`src/rtl/cl_dram_matrix_sched.sv`:
```
// cl_dram_matrix_sched: walks an N_ROWS x N_COLS output grid. For every
// element it programs the dot-product engine (mat1/mat2/dst bases, then
// start) and polls the engine's finished bit before moving to the next one.
module cl_dram_matrix_sched #(
  parameter int DIM_W       = 5,
  parameter int ACK_TIMEOUT = 64,
  parameter int POLL_GAP    = 4,
  parameter int ELEM_BYTES  = 4,
  parameter int DST_BYTES   = 8
) (
  input  logic        clk,
  input  logic        rst_n,
  input  logic        h_wr,
  input  logic        h_rd,
  input  logic [7:0]  h_addr,
  input  logic [31:0] h_wdata,
  output logic        h_ack,
  output logic [31:0] h_rdata,
  output logic        e_wr,
  output logic        e_rd,
  output logic [7:0]  e_addr,
  output logic [31:0] e_wdata,
  input  logic        e_ack,
  input  logic [31:0] e_rdata,
  output logic        busy,
  output logic        irq_done
);
  localparam int AW = $clog2(ACK_TIMEOUT + 1);
  localparam int GW = $clog2(POLL_GAP + 1);

  typedef enum logic [2:0] {
    IDLE, WR_ISSUE, WR_ACK, RD_ISSUE, RD_ACK, GAP, ADVANCE
  } state_t;

  state_t             state;
  logic [2:0]         k;
  logic [DIM_W-1:0]   i, j, n_rows, n_cols;
  logic [63:0]        a_base, b_base, c_base, a_cur, b_cur, c_cur;
  logic [31:0]        a_stride;
  logic [15:0]        jobs_done;
  logic               done_q, err_q, abort_pend;
  logic [AW-1:0]      ack_cnt;
  logic [GW-1:0]      gap_cnt;

  logic               ctrl_wr, start_req, abort_req, last;
  logic [DIM_W-1:0]   i_nxt, j_nxt;
  logic [63:0]        a_nxt, b_nxt, c_nxt;
  logic [31:0]        rd_mux;
  logic               unused_rdata;

  assign busy         = (state != IDLE);
  assign ctrl_wr      = h_wr && (h_addr == 8'h00);
  assign start_req    = ctrl_wr && h_wdata[0];
  // An abort written in the same cycle it is acted upon still counts.
  assign abort_req    = abort_pend || (ctrl_wr && h_wdata[1]);
  assign unused_rdata = ^e_rdata[31:1];

  // Engine cfg register for each of the seven per-job writes.
  function automatic logic [7:0] wr_addr(input logic [2:0] kk);
    case (kk)
      3'd0:    wr_addr = 8'h10;
      3'd1:    wr_addr = 8'h14;
      3'd2:    wr_addr = 8'h18;
      3'd3:    wr_addr = 8'h1C;
      3'd4:    wr_addr = 8'h20;
      3'd5:    wr_addr = 8'h24;
      default: wr_addr = 8'h00;
    endcase
  endfunction

  function automatic logic [31:0] wr_data(input logic [2:0] kk,
                                          input logic [63:0] a, b, c);
    case (kk)
      3'd0:    wr_data = a[31:0];
      3'd1:    wr_data = a[63:32];
      3'd2:    wr_data = b[31:0];
      3'd3:    wr_data = b[63:32];
      3'd4:    wr_data = c[31:0];
      3'd5:    wr_data = c[63:32];
      default: wr_data = 32'd1;
    endcase
  endfunction

  // Next grid position and addresses, used when leaving ADVANCE.
  always_comb begin
    a_nxt = a_cur;
    b_nxt = b_cur + 64'(ELEM_BYTES);
    c_nxt = c_cur + 64'(DST_BYTES);
    i_nxt = i;
    j_nxt = j + 1'b1;
    last  = 1'b0;
    if (j == n_cols - DIM_W'(1)) begin
      j_nxt = '0;
      b_nxt = b_base;
      if (i == n_rows - DIM_W'(1)) last = 1'b1;
      else begin
        i_nxt = i + 1'b1;
        a_nxt = a_cur + {32'h0, a_stride};
      end
    end
  end

  // Host read decode.
  always_comb begin
    rd_mux = 32'h0;
    case (h_addr)
      8'h04: rd_mux = {16'h0, 5'h0, state, 5'h0, err_q, done_q, busy};
      8'h08: rd_mux = {{(32-DIM_W){1'b0}}, n_rows};
      8'h0C: rd_mux = {{(32-DIM_W){1'b0}}, n_cols};
      8'h10: rd_mux = a_base[31:0];
      8'h14: rd_mux = a_base[63:32];
      8'h18: rd_mux = b_base[31:0];
      8'h1C: rd_mux = b_base[63:32];
      8'h20: rd_mux = c_base[31:0];
      8'h24: rd_mux = c_base[63:32];
      8'h28: rd_mux = a_stride;
      8'h2C: rd_mux = {16'h0, jobs_done};
      default: rd_mux = 32'h0;
    endcase
  end

  // Host ack/readback, one cycle after the access.
  always_ff @(posedge clk) begin
    if (!rst_n) begin
      h_ack   <= 1'b0;
      h_rdata <= 32'h0;
    end else begin
      h_ack   <= h_wr | h_rd;
      h_rdata <= h_rd ? rd_mux : 32'h0;
    end
  end

  // Job configuration; frozen while a sequence runs.
  always_ff @(posedge clk) begin
    if (!rst_n) begin
      n_rows <= '0; n_cols <= '0; a_stride <= 32'h0;
      a_base <= 64'h0; b_base <= 64'h0; c_base <= 64'h0;
    end else if (h_wr && state == IDLE) begin
      case (h_addr)
        8'h08: n_rows          <= h_wdata[DIM_W-1:0];
        8'h0C: n_cols          <= h_wdata[DIM_W-1:0];
        8'h10: a_base[31:0]    <= h_wdata;
        8'h14: a_base[63:32]   <= h_wdata;
        8'h18: b_base[31:0]    <= h_wdata;
        8'h1C: b_base[63:32]   <= h_wdata;
        8'h20: c_base[31:0]    <= h_wdata;
        8'h24: c_base[63:32]   <= h_wdata;
        8'h28: a_stride        <= h_wdata;
        default: ;
      endcase
    end
  end

  // Sequencer: strobes are launched on the edge entering an ISSUE state, so
  // they are high exactly while the FSM sits in that state.
  always_ff @(posedge clk) begin
    if (!rst_n) begin
      state <= IDLE; k <= 3'd0; i <= '0; j <= '0;
      a_cur <= 64'h0; b_cur <= 64'h0; c_cur <= 64'h0;
      jobs_done <= 16'h0; done_q <= 1'b0; err_q <= 1'b0; abort_pend <= 1'b0;
      ack_cnt <= '0; gap_cnt <= '0; irq_done <= 1'b0;
      e_wr <= 1'b0; e_rd <= 1'b0; e_addr <= 8'h0; e_wdata <= 32'h0;
    end else begin
      irq_done <= 1'b0;
      e_wr     <= 1'b0;
      e_rd     <= 1'b0;
      if (busy && ctrl_wr && h_wdata[1]) abort_pend <= 1'b1;
      case (state)
        IDLE: if (start_req) begin
          done_q <= 1'b0; err_q <= 1'b0; jobs_done <= 16'h0;
          a_cur <= a_base; b_cur <= b_base; c_cur <= c_base;
          i <= '0; j <= '0; k <= 3'd0;
          if (n_rows == '0 || n_cols == '0) begin
            done_q   <= 1'b1;
            irq_done <= 1'b1;
          end else begin
            e_wr    <= 1'b1;
            e_addr  <= wr_addr(3'd0);
            e_wdata <= wr_data(3'd0, a_base, b_base, c_base);
            state   <= WR_ISSUE;
          end
        end
        WR_ISSUE: begin ack_cnt <= '0; state <= WR_ACK; end
        RD_ISSUE: begin ack_cnt <= '0; state <= RD_ACK; end
        WR_ACK, RD_ACK: begin
          if (e_ack) begin
            if (abort_req) begin
              state <= IDLE; done_q <= 1'b0; err_q <= 1'b0; abort_pend <= 1'b0;
            end else if (state == WR_ACK && k != 3'd6) begin
              k       <= k + 3'd1;
              e_wr    <= 1'b1;
              e_addr  <= wr_addr(k + 3'd1);
              e_wdata <= wr_data(k + 3'd1, a_cur, b_cur, c_cur);
              state   <= WR_ISSUE;
            end else if (state == WR_ACK) begin
              e_rd <= 1'b1; e_addr <= 8'h00; e_wdata <= 32'h0;
              state <= RD_ISSUE;
            end else if (e_rdata[0]) begin
              state <= ADVANCE;
            end else begin
              gap_cnt <= '0;
              state   <= GAP;
            end
          end else if (ack_cnt == AW'(ACK_TIMEOUT - 1)) begin
            // Engine went silent; a pending abort still wins over error.
            state <= IDLE; abort_pend <= 1'b0; done_q <= 1'b0;
            err_q <= !abort_req;
          end else begin
            ack_cnt <= ack_cnt + 1'b1;
          end
        end
        GAP: begin
          if (abort_req) begin
            state <= IDLE; done_q <= 1'b0; err_q <= 1'b0; abort_pend <= 1'b0;
          end else if (gap_cnt == GW'(POLL_GAP - 1)) begin
            e_rd <= 1'b1; e_addr <= 8'h00; e_wdata <= 32'h0;
            state <= RD_ISSUE;
          end else begin
            gap_cnt <= gap_cnt + 1'b1;
          end
        end
        ADVANCE: begin
          jobs_done <= jobs_done + 16'd1;
          a_cur <= a_nxt; b_cur <= b_nxt; c_cur <= c_nxt;
          i <= i_nxt; j <= j_nxt; k <= 3'd0;
          if (last) begin
            // Completion beats an abort that lands on the final job.
            done_q <= 1'b1; irq_done <= 1'b1; abort_pend <= 1'b0;
            state  <= IDLE;
          end else if (abort_req) begin
            state <= IDLE; done_q <= 1'b0; err_q <= 1'b0; abort_pend <= 1'b0;
          end else begin
            e_wr    <= 1'b1;
            e_addr  <= wr_addr(3'd0);
            e_wdata <= wr_data(3'd0, a_nxt, b_nxt, c_nxt);
            state   <= WR_ISSUE;
          end
        end
        default: state <= IDLE;
      endcase
    end
  end
endmodule

```
`config.mk`:
```
export PLATFORM = sky130hd
export DESIGN_NAME = cl_dram_matrix_sched
export DESIGN_NICKNAME = d
export VERILOG_FILES = /design/src/rtl/cl_dram_matrix_sched.sv
export SDC_FILE = /design/constraint.sdc
export NUM_CORES = 2
export LEC_CHECK = 0
export ABC_AREA = 1
export CAP_MARGIN = 20
export CELL_PAD_IN_SITES_DETAIL_PLACEMENT = 1
export CELL_PAD_IN_SITES_GLOBAL_PLACEMENT = 1
export CORE_UTILIZATION = 45
export CTS_BUF_LIST = sky130_fd_sc_hd__clkbuf_4 sky130_fd_sc_hd__clkbuf_8 sky130_fd_sc_hd__clkbuf_16
export DETAILED_ROUTE_END_ITERATION = 8
export GPL_TIMING_DRIVEN = 0
export HOLD_SLACK_MARGIN = 0.15
export PLACE_DENSITY_LB_ADDON = 0.1
export SKIP_LAST_GASP = 1
export SYNTH_ARGS = -nofsm -noshare
export SYNTH_HDL_FRONTEND = slang
export SYNTH_SLANG_ARGS = --single-unit
```
`constraint.sdc`:
```
create_clock -name clk -period 3.55 [get_ports clk]
set_input_delay 0.5325 -clock clk [delete_from_list [all_inputs] [get_ports clk]]
set_output_delay 0.5325 -clock clk [all_outputs]
set_load 0.05 [all_outputs]
```
=== Word level (Yosys, flattened, before mapping) ===
Cells that the tools add are included.

* Flip-flop bits (word level): 547
* Output and inout port bits: 77
* Word-level logic and storage cells: 241

* Add/sub/neg operators: 11
* Eq/ne operators: 47
* Mux-type cells: 110
* Bitwise logic cells: 1
* Reductions and logical operators: 42

{| class="wikitable"
|+ Operator list
! operator !! number
|-
| 64-bit two-way mux || 6
|-
| 64-bit one-hot mux with 2 select lines || 3
|-
| 32-bit one-hot mux with 11 select lines || 1
|-
| 32-bit two-way mux || 10
|-
| 32-bit one-hot mux with 6 select lines || 1
|-
| 32-bit one-hot mux with 4 select lines || 1
|-
| 8-bit two-way mux || 10
|-
| 64-bit by 3-bit adder with 64-bit output (second input constant) || 1
|-
| 64-bit by 32-bit adder with 64-bit output || 1
|-
| 64-bit by 4-bit adder with 64-bit output (second input constant) || 1
|-
| 3-bit two-way mux || 20
|-
| 6-bit one-hot mux with 6 select lines || 1
|-
| 1-bit two-way mux || 35
|-
| 2-bit != test (second input constant) || 17
|-
| 8-bit by 5-bit == test with 1-bit output (second input constant) || 4
|-
| 8-bit by 6-bit == test with 1-bit output (second input constant) || 4
|-
| 16-bit one-hot mux with 2 select lines || 1
|-
| 8-bit one-hot mux with 4 select lines || 1
|-
| 2-bit AND reduction || 11
|-
| 5-bit two-way mux || 4
|-
| 5-bit one-hot mux with 2 select lines || 2
|-
| 3-bit one-hot mux with 6 select lines || 1
|-
| 16-bit by 1-bit adder with 16-bit output (second input constant) || 1
|-
| 8-bit by 4-bit == test with 1-bit output (second input constant) || 2
|-
| other kinds (36) || 72
|}

=== Longest topological paths before layout ===
* Word-level depth: 8
* Mapped depth: 17
* Gate-level depth less buffers: 16

=== Worst setup path before layout ===
OpenSTA, ideal clock, no wires.

* Kind: flip-flop to flip-flop
* From: register state[1]
* To: register e_wdata[28]
* Setup time: 0.109 ns
* Arrival: 1.984 ns
* Required time: 3.441 ns
* Setup slack: 1.457 ns
* Cell stages (with the launch flop): 14
* Cells stage by stage: dfxtp_1 > buf_2 > nor2_1 > nand2_1 > inv_2 > nand2_1 > nand3_1 > nor2_1 > nand3_1 > nor2_4 > buf_2 > nand4_1 > nand2_1 > inv_1

* Word-level cells in the longest chain between the ends: 6
* Elaborated cells on any way between the ends: 22
* Classes of those cells: eq/ne (13); mux (4); reduce/logical (5)

{| class="wikitable"
|+ Ends and longest elaborated chain
! what !! line !! text
|-
| start, declared || 35 || <nowiki>state_t state;</nowiki>
|-
| start signal, assigned || 158 || <nowiki>state <= IDLE; k <= 3'd0; i <= '0; j <= '0;</nowiki>
|-
| start signal, assigned || 180 || <nowiki>state <= WR_ISSUE;</nowiki>
|-
| start signal, assigned || 183 || <nowiki>WR_ISSUE: begin ack_cnt <= '0; state <= WR_ACK; end</nowiki>
|-
| 3-bit by 2-bit == test with 1-bit output || 168, 189, 195 ||
|-
| 1-bit logical AND || 189 || <nowiki>end else if (state == WR_ACK && k != 3'd6) begin</nowiki>
|-
| 32-bit two-way mux || 189 ||
|-
| 32-bit two-way mux || 187 || <nowiki>if (abort_req) begin</nowiki>
|-
| 32-bit two-way mux || 186 || <nowiki>if (e_ack) begin</nowiki>
|-
| 32-bit one-hot mux with 4 select lines || 168 || <nowiki>case (state)</nowiki>
|-
| end signal, assigned || 179 || <nowiki>e_wdata <= wr_data(3'd0, a_base, b_base, c_base);</nowiki>
|-
| end signal, assigned || 193 || <nowiki>e_wdata <= wr_data(k + 3'd1, a_cur, b_cur, c_cur);</nowiki>
|-
| end signal, assigned || 235 || <nowiki>e_wdata <= wr_data(3'd0, a_nxt, b_nxt, c_nxt);</nowiki>
|-
| end, declared || 22 || <nowiki>output logic [31:0] e_wdata,</nowiki>
|}

Several ways; a longest one is shown, not always the timed one. The select of a mux whose other input is x is not followed.
A chain may end at the register's enable or synchronous reset.

=== Worst setup path in the final report ===
* From: register k[1]
* To: register e_wdata[3]

* Word-level cells in the longest chain between the ends: 7
* Elaborated cells on any way between the ends: 16
* Classes of those cells: add/sub (1); eq/ne (7); mux (5); reduce/logical (3)

{| class="wikitable"
|+ Ends and longest elaborated chain
! what !! line !! text
|-
| start, declared || 36 || <nowiki>logic [2:0] k;</nowiki>
|-
| start signal, assigned || 190 || <nowiki>k <= k + 3'd1;</nowiki>
|-
| 3-bit by 1-bit adder with 3-bit output || 193 ||
|-
| 3-bit == test (tied with other cells) || 73 || <nowiki>case (kk)</nowiki>
|-
| 32-bit one-hot mux with 6 select lines || 73 ||
|-
| 32-bit two-way mux || 189 ||
|-
| 32-bit two-way mux || 187 ||
|-
| 32-bit two-way mux || 186 ||
|-
| 32-bit one-hot mux with 4 select lines || 168 ||
|}

Several ways; a longest one is shown, not always the timed one. The select of a mux whose other input is x is not followed.

==> flow_summary_export.csv <==
group,metric,value,unit
die,start_util,0.458,
cts,cts.sinks,543,
placement,port_buffers,117,
yosys,async_reset_ff_frac,0,
global_route,antenna_found_initial,25,
sta,fmax,0.267,GHz
global_route,use_met2,0.753,
sta,worst_slew_pin_slew,1330,ps
global_route,grtUsageTotal,0.548,
yosys,synth_edf_count,0,
cts,clk_pin_slew,60,ps
setup_path,startpoint_type,"flop",
setup_path,cp-end-kind,"flop",
global_route,gr-total-overflow,0,
placement,dp_hpwl,156000,um
setup_path,rrSetupSlack,-190,ps
cts,cts.hold.buffers_added,0,
route,totalWireLength,200000,um
cts,tritoncts,"done",
final_layout,syn2layout_area_growth,15.4,%
route,routedWlPerCell,33.0,um
yosys,netlist_area,0.0317,mm^2
setup_path,arrival,4330,ps
die,fp.dieH,267,um
yosys,ys.warnings.count,0,
setup_path,critPathKind,"flop to flop",
route,route.vias.total,40300,
die,die_w,267,um
global_route,grt_max_degree,14,
sta,fin_ws,-194,ps
route,drt-initial-drc-count,6617,
route,via_per_inst,6.65,
setup_path,r2r_end,"e_wdata[3]$_SDFFE_PN0P_",
sta,fin_skew,32.9,ps
cts,cts_buffers,66,
final_layout,nFillCells,9402,
worst_hold_path,worstHoldPathCells,3,
sta,slew_violations,0,
sta,finalSetupViolCount,11,
cts,clock_path_buffers,3,
global_route,met3_usage,0.244,
yosys,yosys_register_bits,543,
yosys,synth.avg_cell_area,6.50,um^2
worst_hold_path,min-delay-start,"rst_n",
cts,cts-root-buf,"clkbuf_16",
worst_hold_path,hold_end,"c_cur[44]$_SDFFE_PN0P_",
sta,finalCritPeriodShare,1.05,
job,max_cap_viol_count,0,
sta,relSlewSlack,0.112,
setup_path,cp_max_fo,10,
final_layout,final_cells,6059,
global_route,grt_use_met1,0.651,
placement,place.gp.congestion,1.17,
final_layout,final_nets,5192,
cts,insertion_delay,660,ps
worst_hold_path,hold_path_class,"input port to flop",
route,drc,0,
global_route,top_usage_layer,"met2",
power,p_leak,14.1,nW
yosys,seq_area_frac_synth,0.343,
global_route,grt_pass1_wl,276000,um
die,core_area,0.0691,mm^2
setup_path,r2r-start,"k[1]$_SDFFE_PN0P_",
yosys,synth_flop_cell,"dfxtp_1",
setup_path,ff2ff_path_depth,9,
placement,placed_cells,5925,
die,die-area,0.0714,mm^2
sta,finalHoldViolCount,0,
yosys,syn_inst,4870,
power,total_power,14.2,mW
power,power_density,388,mW/mm^2
route,drtAntennaViolNets,0,
setup_path,cp.required,4140,ps
run_status,outcome,"complete, but fails checks",
route,firstDrtPassIters,8,
cts,post-cts-setup-buffers,0,
global_route,grt_pass1_vias,38400,
yosys,synthDistinctLibCells,58,
die,num_io_pins,154,
final_layout,drive_gt1_frac,0.0502,
sta,grt_setup_unrepaired,"no",
die,row_count,96,
sta,period_needed,3740,ps
run_status,violations,"setup timing",
power,ir_worst_vdd,0.496,mV
cts,htreeDepth,3,
[cell families after synthesis]
logic type	count (synthesis)	share of synthesized area
other	1	0.000118
muxes	15	0.00474
buffers and inverters	806	0.100
and+or+nand+nor	2024	0.272
DFF	543	0.343
AOI/OAI and AO/OA	1318	0.228
xor gates and xnor gates	114	0.0318
adders and majority gates	49	0.0196
[report_power, final]
part           internal (mW)  switching, mW  total, mW
clock                   4.39           3.17       7.56
sequential              6.10         0.0141       6.11
combinational         0.0988          0.380      0.479
total                   10.6           3.56       14.2
[synthesized netlist by cell type (48+ instances only)]
cell type | count | area, um^2
nand2_1 | 1019 | 3820
dfxtp_1 | 543 | 10900
inv_1 | 541 | 2030
a21oi_1 | 527 | 2640
o21ai_0 | 514 | 2570
nor2_1 | 450 | 1690
nand3_1 | 290 | 1450
clkbuf_1 | 155 | 582
nor3_1 | 105 | 526
xor2_1 | 96 | 841
nand4_1 | 93 | 582
o22ai_1 | 65 | 407
buf_2 | 60 | 300
a221oi_1 | 50 | 438
ha_1 | 48 | 601
[sequential cells by signal (all words and copies together), names as in the netlist, 3 cells and up]
| register | cells |
|---|---|
| gap_cnt | 3 |
| k | 3 |
| ack_cnt | 7 |
| state | 3 |
| e_addr | 4 |
| a_cur | 64 |
| c_base | 64 |
| b_base | 64 |
| h_rdata | 32 |
| e_wdata | 32 |
| i | 5 |
| n_rows | 5 |
| a_stride | 32 |
| c_cur | 64 |
| j | 5 |
| jobs_done | 16 |
| a_base | 64 |
| n_cols | 5 |
| b_cur | 64 |
[through the flow]
stage	cell area, um^2	utilization	hold slack (ps)	setup TNS [ps]	setup slack [ps]
finish	36500	0.529	424	-831	-194
global route	36500	0.528	396	0	37.6
CTS	36400	0.528	454	0	0.289
detailed placement	34100	0.493	446	-3700	-473
global placement	34000	0.492	432	-2870	-424
floorplan	31700	-	423	0	1460
[critical path, stage by stage (launching register included)]
cell,delay [ps]
dfxtp_1,460
ha_1,200
clkbuf_1,700
nand2_2,470
clkbuf_2,420
o22ai_1,700
o21ai_0,310
nand3_1,260
nor2_1,70
nor2_1,80
[layout make-up]
type | count | area [um^2] | area share
Clock buffer | 94 | 1980 | 0.0543
Inverter | 562 | 2110 | 0.0578
Buffer | 244 | 1070 | 0.0293
Tap cell | 931 | 1160 | 0.0319
Antenna cell | 12 | 30.0 | 0.000822
Clock inverter | 24 | 385 | 0.0106
Timing Repair Buffer | 125 | 1280 | 0.0352
Sequential cell | 543 | 10900 | 0.298
Multi-Input combinational cell | 3524 | 17600 | 0.482
[cell usage in the layout, fill, tap and decap left out, types with 96 or more instances in the layout]
| master | synthesis | layout |
|---|---|---|
| nand3_1 | 290 | 290 |
| nor2_1 | 450 | 450 |
| nor3_1 | 105 | 105 |
| clkbuf_1 | 155 | 153 |
| a21oi_1 | 527 | 527 |
| clkdlybuf4s50_1 | 0 | 117 |
| dfxtp_1 | 543 | 543 |
| inv_1 | 541 | 541 |
| o21ai_0 | 514 | 514 |
| nand2_1 | 1019 | 1018 |
| xor2_1 | 96 | 96 |
[per-layer routing]
layer,up-vias,wire length (um)
met5,-,284
met4,26,19500
met3,943,31100
met2,3345,77200
met1,19200,71500
li1,16700,-
[worst max-delay path by stage]
| stage | from | depth (start not counted) | slack (ps) | to |
|---|---|---|---|---|
| 6_report | k[1]$_SDFFE_PN0P_ | 9 | -190 | e_wdata[3]$_SDFFE_PN0P_ |
| 4_1_cts | k[1]$_SDFFE_PN0P_ | 9 | 0.3 | e_wdata[3]$_SDFFE_PN0P_ |
| 5_1_grt | h_addr[7] | 9 | 40 | h_rdata[30]$_SDFF_PN0_ |
| 3_5_place_dp | h_addr[3] | 11 | -470 | h_rdata[22]$_SDFF_PN0_ |
| 2_1_floorplan | state[1]$_SDFFE_PN0P_ | 13 | 1460 | e_wdata[28]$_SDFFE_PN0P_ |
| 3_3_place_gp | h_addr[3] | 11 | -420 | h_rdata[22]$_SDFF_PN0_ |
[repair_timing]
action	CTS	global route
gates cloned	0	0
resized for setup	2	1
setup endpoints to repair	6	2
Note: power is estimated with default switching activity, not from simulation.
